===== src/rtl/mem_bus_arbiter.sv =====
// Merges NUM_PORTS single-outstanding request ports onto one shared, variable-latency memory bus.
// Define ARBITER_ROUND_ROBIN_EN for round-robin arbitration; default is fixed priority (lowest index wins).
module mem_bus_arbiter #(
  parameter int NUM_PORTS  = 2,
  parameter int ADDR_WIDTH = 32,
  parameter int DATA_WIDTH = 32,
  localparam int SEL_WIDTH = DATA_WIDTH / 8
) (
  input  logic                            clk,
  input  logic                            rst,
  input  logic [NUM_PORTS-1:0]            port_en,
  input  logic [NUM_PORTS*SEL_WIDTH-1:0]  port_write_en,
  input  logic [NUM_PORTS*ADDR_WIDTH-1:0] port_addr,
  input  logic [NUM_PORTS*DATA_WIDTH-1:0] port_write_data,
  output logic [NUM_PORTS*DATA_WIDTH-1:0] port_read_data,
  output logic [NUM_PORTS-1:0]            port_stall,
  output logic                            bus_req,
  output logic [SEL_WIDTH-1:0]            bus_write_en,
  output logic [ADDR_WIDTH-1:0]           bus_addr,
  output logic [DATA_WIDTH-1:0]           bus_write_data,
  input  logic                            bus_ready,
  input  logic [DATA_WIDTH-1:0]           bus_read_data
);
  localparam int GRANT_W = $clog2(NUM_PORTS);

  typedef enum logic [1:0] {IDLE, BUSY, DONE} state_t;

  state_t                state_reg;
  logic [GRANT_W-1:0]    grant_reg;
  logic [GRANT_W-1:0]    grant_next;
  logic                  grant_valid;
  logic                  bus_req_reg;
  logic [SEL_WIDTH-1:0]  bus_write_en_reg;
  logic [ADDR_WIDTH-1:0] bus_addr_reg;
  logic [DATA_WIDTH-1:0] bus_write_data_reg;
  logic [DATA_WIDTH-1:0] read_data_reg [NUM_PORTS];
`ifdef ARBITER_ROUND_ROBIN_EN
  localparam logic [GRANT_W:0] NUM_PORTS_W = (GRANT_W + 1)'(NUM_PORTS);
  logic [GRANT_W-1:0]    rr_ptr_reg;
`endif

  // Loops run from the far end so the preferred candidate is assigned last and wins.
  always_comb begin
`ifdef ARBITER_ROUND_ROBIN_EN
    logic [GRANT_W:0] idx;
    idx         = '0;
`endif
    grant_valid = 1'b0;
    grant_next  = '0;
`ifdef ARBITER_ROUND_ROBIN_EN
    for (int k = NUM_PORTS; k >= 1; k--) begin
      idx = {1'b0, rr_ptr_reg} + (GRANT_W + 1)'(k);
      if (idx >= NUM_PORTS_W) idx = idx - NUM_PORTS_W;
      if (port_en[idx[GRANT_W-1:0]]) begin
        grant_valid = 1'b1;
        grant_next  = idx[GRANT_W-1:0];
      end
    end
`else
    for (int k = NUM_PORTS - 1; k >= 0; k--) begin
      if (port_en[k]) begin
        grant_valid = 1'b1;
        grant_next  = GRANT_W'(k);
      end
    end
`endif
  end

  always_ff @(posedge clk) begin
    if (rst) begin
      state_reg          <= IDLE;
      grant_reg          <= '0;
      bus_req_reg        <= 1'b0;
      bus_write_en_reg   <= '0;
      bus_addr_reg       <= '0;
      bus_write_data_reg <= '0;
      for (int i = 0; i < NUM_PORTS; i++) read_data_reg[i] <= '0;
`ifdef ARBITER_ROUND_ROBIN_EN
      rr_ptr_reg         <= '0;
`endif
    end else begin
      case (state_reg)
        IDLE: begin
          if (grant_valid) begin
            grant_reg          <= grant_next;
            bus_write_en_reg   <= port_write_en[int'(grant_next)*SEL_WIDTH +: SEL_WIDTH];
            bus_addr_reg       <= port_addr[int'(grant_next)*ADDR_WIDTH +: ADDR_WIDTH];
            bus_write_data_reg <= port_write_data[int'(grant_next)*DATA_WIDTH +: DATA_WIDTH];
            bus_req_reg        <= 1'b1;
            state_reg          <= BUSY;
`ifdef ARBITER_ROUND_ROBIN_EN
            rr_ptr_reg         <= grant_next;
`endif
          end
        end
        BUSY: begin
          if (bus_ready) begin
            bus_req_reg <= 1'b0;
            // All-zero strobes mark a read; writes leave the port's read data untouched.
            if (bus_write_en_reg == '0) read_data_reg[grant_reg] <= bus_read_data;
            state_reg <= DONE;
          end
        end
        DONE:    state_reg <= IDLE;
        default: state_reg <= IDLE;
      endcase
    end
  end

  assign bus_req        = bus_req_reg;
  assign bus_write_en   = bus_write_en_reg;
  assign bus_addr       = bus_addr_reg;
  assign bus_write_data = bus_write_data_reg;

  genvar gi;
  generate
    for (gi = 0; gi < NUM_PORTS; gi++) begin : g_port
      assign port_stall[gi] = port_en[gi] &
                              ~((state_reg == DONE) && (grant_reg == GRANT_W'(gi)));
      assign port_read_data[gi*DATA_WIDTH +: DATA_WIDTH] = read_data_reg[gi];
    end
  endgenerate

endmodule


===== config.mk =====
export PLATFORM = sky130hd
export DESIGN_NAME = mem_bus_arbiter
export DESIGN_NICKNAME = d
export VERILOG_FILES = /design/src/rtl/mem_bus_arbiter.sv
export SDC_FILE = /design/constraint.sdc
export NUM_CORES = 1
export LEC_CHECK = 0
export ABC_AREA = 1
export CAP_MARGIN = 20
export CORE_MARGIN = 10
export CORE_UTILIZATION = 44
export CTS_CLUSTER_DIAMETER = 50
export DETAILED_ROUTE_END_ITERATION = 10
export GPL_ROUTABILITY_DRIVEN = 0
export HOLD_SLACK_MARGIN = 0.02
export PLACE_DENSITY = 0.86
export SLEW_MARGIN = 10
export SYNTH_ARGS = -nofsm -noshare
export SYNTH_HDL_FRONTEND = slang
export SYNTH_SLANG_ARGS = --single-unit
export TNS_END_PERCENT = 20

===== constraint.sdc =====
create_clock -name clk -period 4 [get_ports clk]
set_input_delay 0.6 -clock clk [delete_from_list [all_inputs] [get_ports clk]]
set_output_delay 0.6 -clock clk [all_outputs]
set_load 0.01 [all_outputs]

==> flow_metrics.env, run 1 <==
export IMPL_clkSinkCount=136
export IMPL_wl_um=21310
export IMPL_critPathKind="input port to primary output"
export IMPL_worst_slack_ps=1548
export IMPL_drt_pass1_iter_count=6
export IMPL_finalNetCount=1319
export IMPL_cts_setup_buffers=0
export IMPL_drv_slew=0
export IMPL_wl_per_cell_um=15.89
export IMPL_clk_path_buf_depth=2
export IMPL_postPlaceCellArea_um2=9383
export IMPL_fillers=1077
export IMPL_mostFrequentLayoutCells="clkdlybuf4s50_1, nand2_1, nor2_1"
export IMPL_min_delay_path_class="register to register"
export IMPL_antenna_found_initial=2
export IMPL_min_period_ps=2452
export IMPL_finalCritPeriodShare_pct=61.30
export IMPL_synthesis_nets=1033
export IMPL_status="complete, no violations"
export IMPL_end_kind="primary output"
export IMPL_clk_pin_slew_ps=50
export IMPL_fin_util_pct=72.45
export IMPL_pin_count=308
export IMPL_largest_reg_flops=64
export IMPL_cp_arrival_ps=1850
export IMPL_finalHoldViolations=0
export IMPL_port_buffers=307
export IMPL_route_detailed_drc=0
export IMPL_clockRootBuffer="clkbuf_16"
export IMPL_tns_ps=0
export IMPL_drive_gt1_share_pct=4.055
export IMPL_synthDistinctLibCells=16
export IMPL_gr_usage_all_layers_pct=21.15
export IMPL_finClkSkew_ps=6.397
export IMPL_grt_pass1_vias=6033
export IMPL_p_per_area_nw_per_um2=420.8
export IMPL_die_w_um=139.2
export IMPL_critPathLaunchType="input port"
export IMPL_cap_violations=0
export IMPL_total_power_mw=4.232
export IMPL_crit_fanout=2
export IMPL_hold_path_depth=2
export IMPL_rows=43
export IMPL_rr_worst_depth=6
export IMPL_routed_via_density=4.652
export IMPL_ys_seq_area_share_pct=53.77
export IMPL_cts_htree_levels=4
export IMPL_first_iter_violations=378
export IMPL_vias=6238
export IMPL_synth_top_area_share_pct=30.73
export IMPL_holdWs_ps=481.5
export IMPL_start_util_pct=45.06
export IMPL_final_cells=1341
export IMPL_ir_drop_v=0.0002634
export IMPL_grt_max_degree=93
export IMPL_worst_pin_slew_ps=739.4
export IMPL_syn_avg_cell_area_um2=7.273
export IMPL_die_area_um2=19390
export IMPL_place_inst=1307
export IMPL_holdBufCountCts=0
export IMPL_rsz0062_at_grt="false"
export IMPL_setup_violations=0
export IMPL_finalInstanceArea_um2=10060
export IMPL_post_cts_resized=0
export IMPL_ys_seq_elements=136
export IMPL_final_common_cell="clkdlybuf4s50_1"
export IMPL_relSlewSlack_pct=50.70
export IMPL_core_region_area_um2=13880
export IMPL_yosysWarnings=0
export IMPL_clk_latency_ps=410
export IMPL_grt_pass1_wl_um=32910
export IMPL_synth_cell_area_um2=6255
export IMPL_numCtsBuffers=17
export IMPL_route_antenna_remaining_nets=0
export IMPL_cts_tree="done"
export IMPL_dp_final_hpwl_um=16030
export IMPL_synthTopCellsByArea="edfxtp_1, dfxtp_1, nand2_1"
export IMPL_area_delta_synth_final_pct=60.79
export IMPL_overflow=0
export IMPL_crit_required_ps=3400
export IMPL_die_h_um=139.2
export IMPL_yosys_area_top_type="edfxtp_1"
export IMPL_leakage_nw=4.611
export IMPL_netlist_instances=860
export IMPL_pre_cts_slack_ps=1259
export IMPL_fmax_mhz=407.8
-- path summary, 6_finish.rpt --
| check | from | to | slack, ps |
|---|---|---|---|
| max | port_en[0] | port_stall[0] | 1550 |
| min | bus_req$_SDFFE_PP0P_ | bus_req$_SDFFE_PP0P_ | 480 |
| max reg2reg | state_reg[0]$_SDFFE_PP0P_ | read_data_reg[1][6]$_SDFFCE_PN0P_ | 2160 |
| min reg2reg | bus_req$_SDFFE_PP0P_ | bus_req$_SDFFE_PP0P_ | 480 |
-- cell type report --
type / count / area, um2 / share of cell area (%)
antenna: 2 / 5.005 / 0.04976
clock buffer: 20 / 446.7 / 4.441
clock inverter: 12 / 222.7 / 2.214
inverter: 108 / 405.4 / 4.031
multi-input combinational: 566 / 2233 / 22.21
sequential: 136 / 3363 / 33.44
tap: 180 / 225.2 / 2.239
timing repair buffer: 317 / 3156 / 31.38
-- cell usage after synthesis --
library cell    n
nand2_2         2
or2_2           1
inv_2           4
o21ai_0         2
dfxtp_1        72
buf_2          20
nand3_1        72
nor2_1        204
buf_6           3
a21oi_1         3
inv_1         104
nand2_1       282
buf_1           1
buf_4           6
edfxtp_1       64
clkbuf_1       20
-- routing by layer --
| layer | part of all wire, % | global-route usage, % | vias to the layer above | wire [um] |
|---|---|---|---|---|
| met5 | 0 | 0 | - | 0 |
| met4 | 1.4 | 7.359 | 0 | 295 |
| met3 | 11 | 9.867 | 22 | 2446 |
| met2 | 49 | 35.55 | 293 | 10540 |
| met1 | 38 | 22.90 | 2763 | 8036 |
| li1 | - | - | 3160 | - |
-- critical path, stage by stage --
cell,delay [ps]
clkdlybuf4s50_1,510
o21ai_0,100
inv_1,60
clkdlybuf4s50_1,580
-- logic make-up (layout without fill, tap and decap cells) --
kind of cell / Yosys count / after routing / synth area share [%]
other: 0 / 2 / 0
AOI/OAI and AO/OA: 5 / 5 / 0.4000
DFF: 136 / 136 / 53.77
buffers and inverters: 158 / 457 / 10.60
and+or+nand+nor: 561 / 561 / 35.23
-- power breakdown --
group | total, mW | switching, mW | leakage (nW) | internal [mW]
Combinational | 0.847 | 0.406 | 3.03 | 0.441
Sequential | 1.62 | 0.0496 | 1.26 | 1.57
Clock | 1.77 | 0.582 | 0.322 | 1.19
(Power assumes the default switching activity.)
==> run 2, diff against run 1 <==
--- a/config.mk
+++ b/config.mk
@@ -8,12 +8,12 @@
 export ABC_AREA = 1
 export CAP_MARGIN = 20
 export CORE_MARGIN = 10
-export CORE_UTILIZATION = 44
+export CORE_UTILIZATION = 37
 export CTS_CLUSTER_DIAMETER = 50
 export DETAILED_ROUTE_END_ITERATION = 10
 export GPL_ROUTABILITY_DRIVEN = 0
 export HOLD_SLACK_MARGIN = 0.02
-export PLACE_DENSITY = 0.86
+export PLACE_DENSITY = 0.77
 export SLEW_MARGIN = 10
 export SYNTH_ARGS = -nofsm -noshare
 export SYNTH_HDL_FRONTEND = slang
==> constraint.sdc (replaced) <==
create_clock -name clk -period 2 [get_ports clk]
set_input_delay 0.3 -clock clk [delete_from_list [all_inputs] [get_ports clk]]
set_output_delay 0.3 -clock clk [all_outputs]
set_load 0.01 [all_outputs]
==> run 2 against run 1 <==
Compared with the run above:
- cell count is 3.3% higher
- die area is 16% higher
- global-route usage is 3.3 points lower
- total power is 89% higher
- worst setup slack worse by 1400 ps
- wire length is 2.5% lower
- non-clock buffer count is 6 higher
- flip-flop and latch count stayed put
==> flow_metrics.env, run 2 (synthesis gave the netlist of run 1 again) <==
export IMPL_status="complete, no violations"
export IMPL_die_area_um2=22510
export IMPL_final_cells=1385
export IMPL_numCtsBuffers=17
export IMPL_clk_latency_ps=410
export IMPL_grt_pass1_vias=5747
export IMPL_wl_per_cell_um=15.00
export IMPL_tns_ps=0
export IMPL_setup_violations=0
export IMPL_worstSetupStartpoint="state_reg[1]$_SDFFE_PP0P_"
export IMPL_end_kind="primary output"
export IMPL_crit_fanout=3
export IMPL_crit_path_top_delay_cell="clkdlybuf4s50_1"
export IMPL_grt_pass1_wl_um=31270
export IMPL_wl_um=20780
export IMPL_drive_gt1_share_pct=4.893
export IMPL_pin_count=308
export IMPL_finClkSkew_ps=4.979
export IMPL_clk_pin_slew_ps=60
export IMPL_overflow=0
export IMPL_core_region_area_um2=16580
export IMPL_cp_arrival_ps=1600
export IMPL_drv_slew=0
export IMPL_vias=6101
export IMPL_gr_usage_all_layers_pct=17.89
export IMPL_route_antenna_remaining_nets=0
export IMPL_finalNetCount=1325
export IMPL_cap_violations=0
export IMPL_finalHoldViolations=0
export IMPL_place_inst=1353
export IMPL_route_detailed_drc=0
export IMPL_min_delay_path_class="input port to register"
export IMPL_dp_final_hpwl_um=15870
export IMPL_crit_required_ps=1700
export IMPL_cts_htree_levels=4
export IMPL_area_delta_synth_final_pct=62.11
export IMPL_start_util_pct=37.72
export IMPL_worst_pin_slew_ps=509.6
export IMPL_rows=47
export IMPL_clkSinkCount=136
export IMPL_clk_path_buf_depth=2
export IMPL_critPathKind="register to primary output"
export IMPL_die_w_um=150.0
export IMPL_die_h_um=150.0
export IMPL_mostFrequentLayoutCells="clkdlybuf4s50_1, nand2_1, nor2_1"
export IMPL_ir_drop_v=0.0005624
export IMPL_reg2reg_from="bus_write_en[3]$_SDFFE_PP0P_"
export IMPL_fillers=1486
export IMPL_rsz0062_at_grt="false"
export IMPL_min_period_ps=1896
export IMPL_holdBufCountCts=0
export IMPL_relSlewSlack_pct=66.03
export IMPL_min_delay_start="port_en[1]"
export IMPL_first_iter_violations=251
export IMPL_p_per_area_nw_per_um2=790.3
export IMPL_critPathLaunchType="register"
export IMPL_diodes=0
export IMPL_path_cells="nand2_1 > o21ai_0 > inv_1 > clkdlybuf4s50_1"
export IMPL_post_cts_resized=0
export IMPL_routed_via_density=4.405
export IMPL_fmax_mhz=527.5
export IMPL_cts_tree="done"
export IMPL_cts_setup_buffers=0
export IMPL_drt_pass1_iter_count=6
export IMPL_grt_max_degree=64
export IMPL_leakage_nw=4.636
export IMPL_finalCritPeriodShare_pct=94.79
export IMPL_largest_reg_flops=64
export IMPL_antenna_found_initial=1
export IMPL_clockRootBuffer="clkbuf_16"
export IMPL_fin_util_pct=61.14
export IMPL_final_common_cell="clkdlybuf4s50_1"
export IMPL_max_stage_delay_ps=480
export IMPL_port_buffers=307
-- run 2: area by class of cell --
| class | instances | area [um2] | share of cell area, % |
|---|---|---|---|
| well taps | 220 | 275.3 | 2.715 |
| multi-input cells | 566 | 2233 | 22.03 |
| flip-flops and latches | 136 | 3364 | 33.18 |
| clock buffers | 17 | 425.4 | 4.195 |
| inverters | 108 | 405.4 | 3.998 |
| clock inverters | 15 | 157.7 | 1.555 |
| repair buffers | 323 | 3278 | 32.33 |
-- run 2: path summary, 6_finish.rpt --
check | endpoint | cells after the start | slack (ps)
max | port_stall[0] | 4 | 100
min | grant_reg$_SDFFE_PP0P_ | 3 | 280
max reg2reg | read_data_reg[0][19]$_SDFFCE_PN0P_ | 6 | 540
min reg2reg | bus_req$_SDFFE_PP0P_ | 2 | 470
-- run 2: worst max-delay path, delay by kind of cell (launching register included) --
family / cells / cell delay, ps
buffers and inverters: 2 / 540
flip-flops: 1 / 370
AO/OA/AOI/OAI: 1 / 170
AND/OR/NAND/NOR: 1 / 110
-- run 2: power breakdown --
| group | switching [mW] | total, mW | internal [mW] |
|---|---|---|---|
| Clock | 1.31 | 3.07 | 1.76 |
| Combinational | 0.803 | 1.72 | 0.912 |
| Sequential | 0.0995 | 3.23 | 3.13 |
-- run 2: metal layers --
metal / track usage (%) / wire length (um) / up-vias
li1: - / - / 3171
met1: 20.01 / 8045 / 2625
met2: 29.19 / 9616 / 279
met3: 9.330 / 2816 / 24
met4: 5.151 / 286 / 2
met5: 0 / 13 / -
-- run 2: metrics by stage --
step,area [um2],worst slack [ps],power (mW),hold slack (ps)
2_1_floorplan,6255,11.31,4.054,369.1
3_3_place_gp,9553,161.3,5.005,446.7
3_5_place_dp,9553,131.2,5.029,457.9
4_1_cts,10140,23.34,8.126,257.2
5_1_grt,10140,15.12,8.447,297.4
6_report,10140,104.3,8.014,280.6
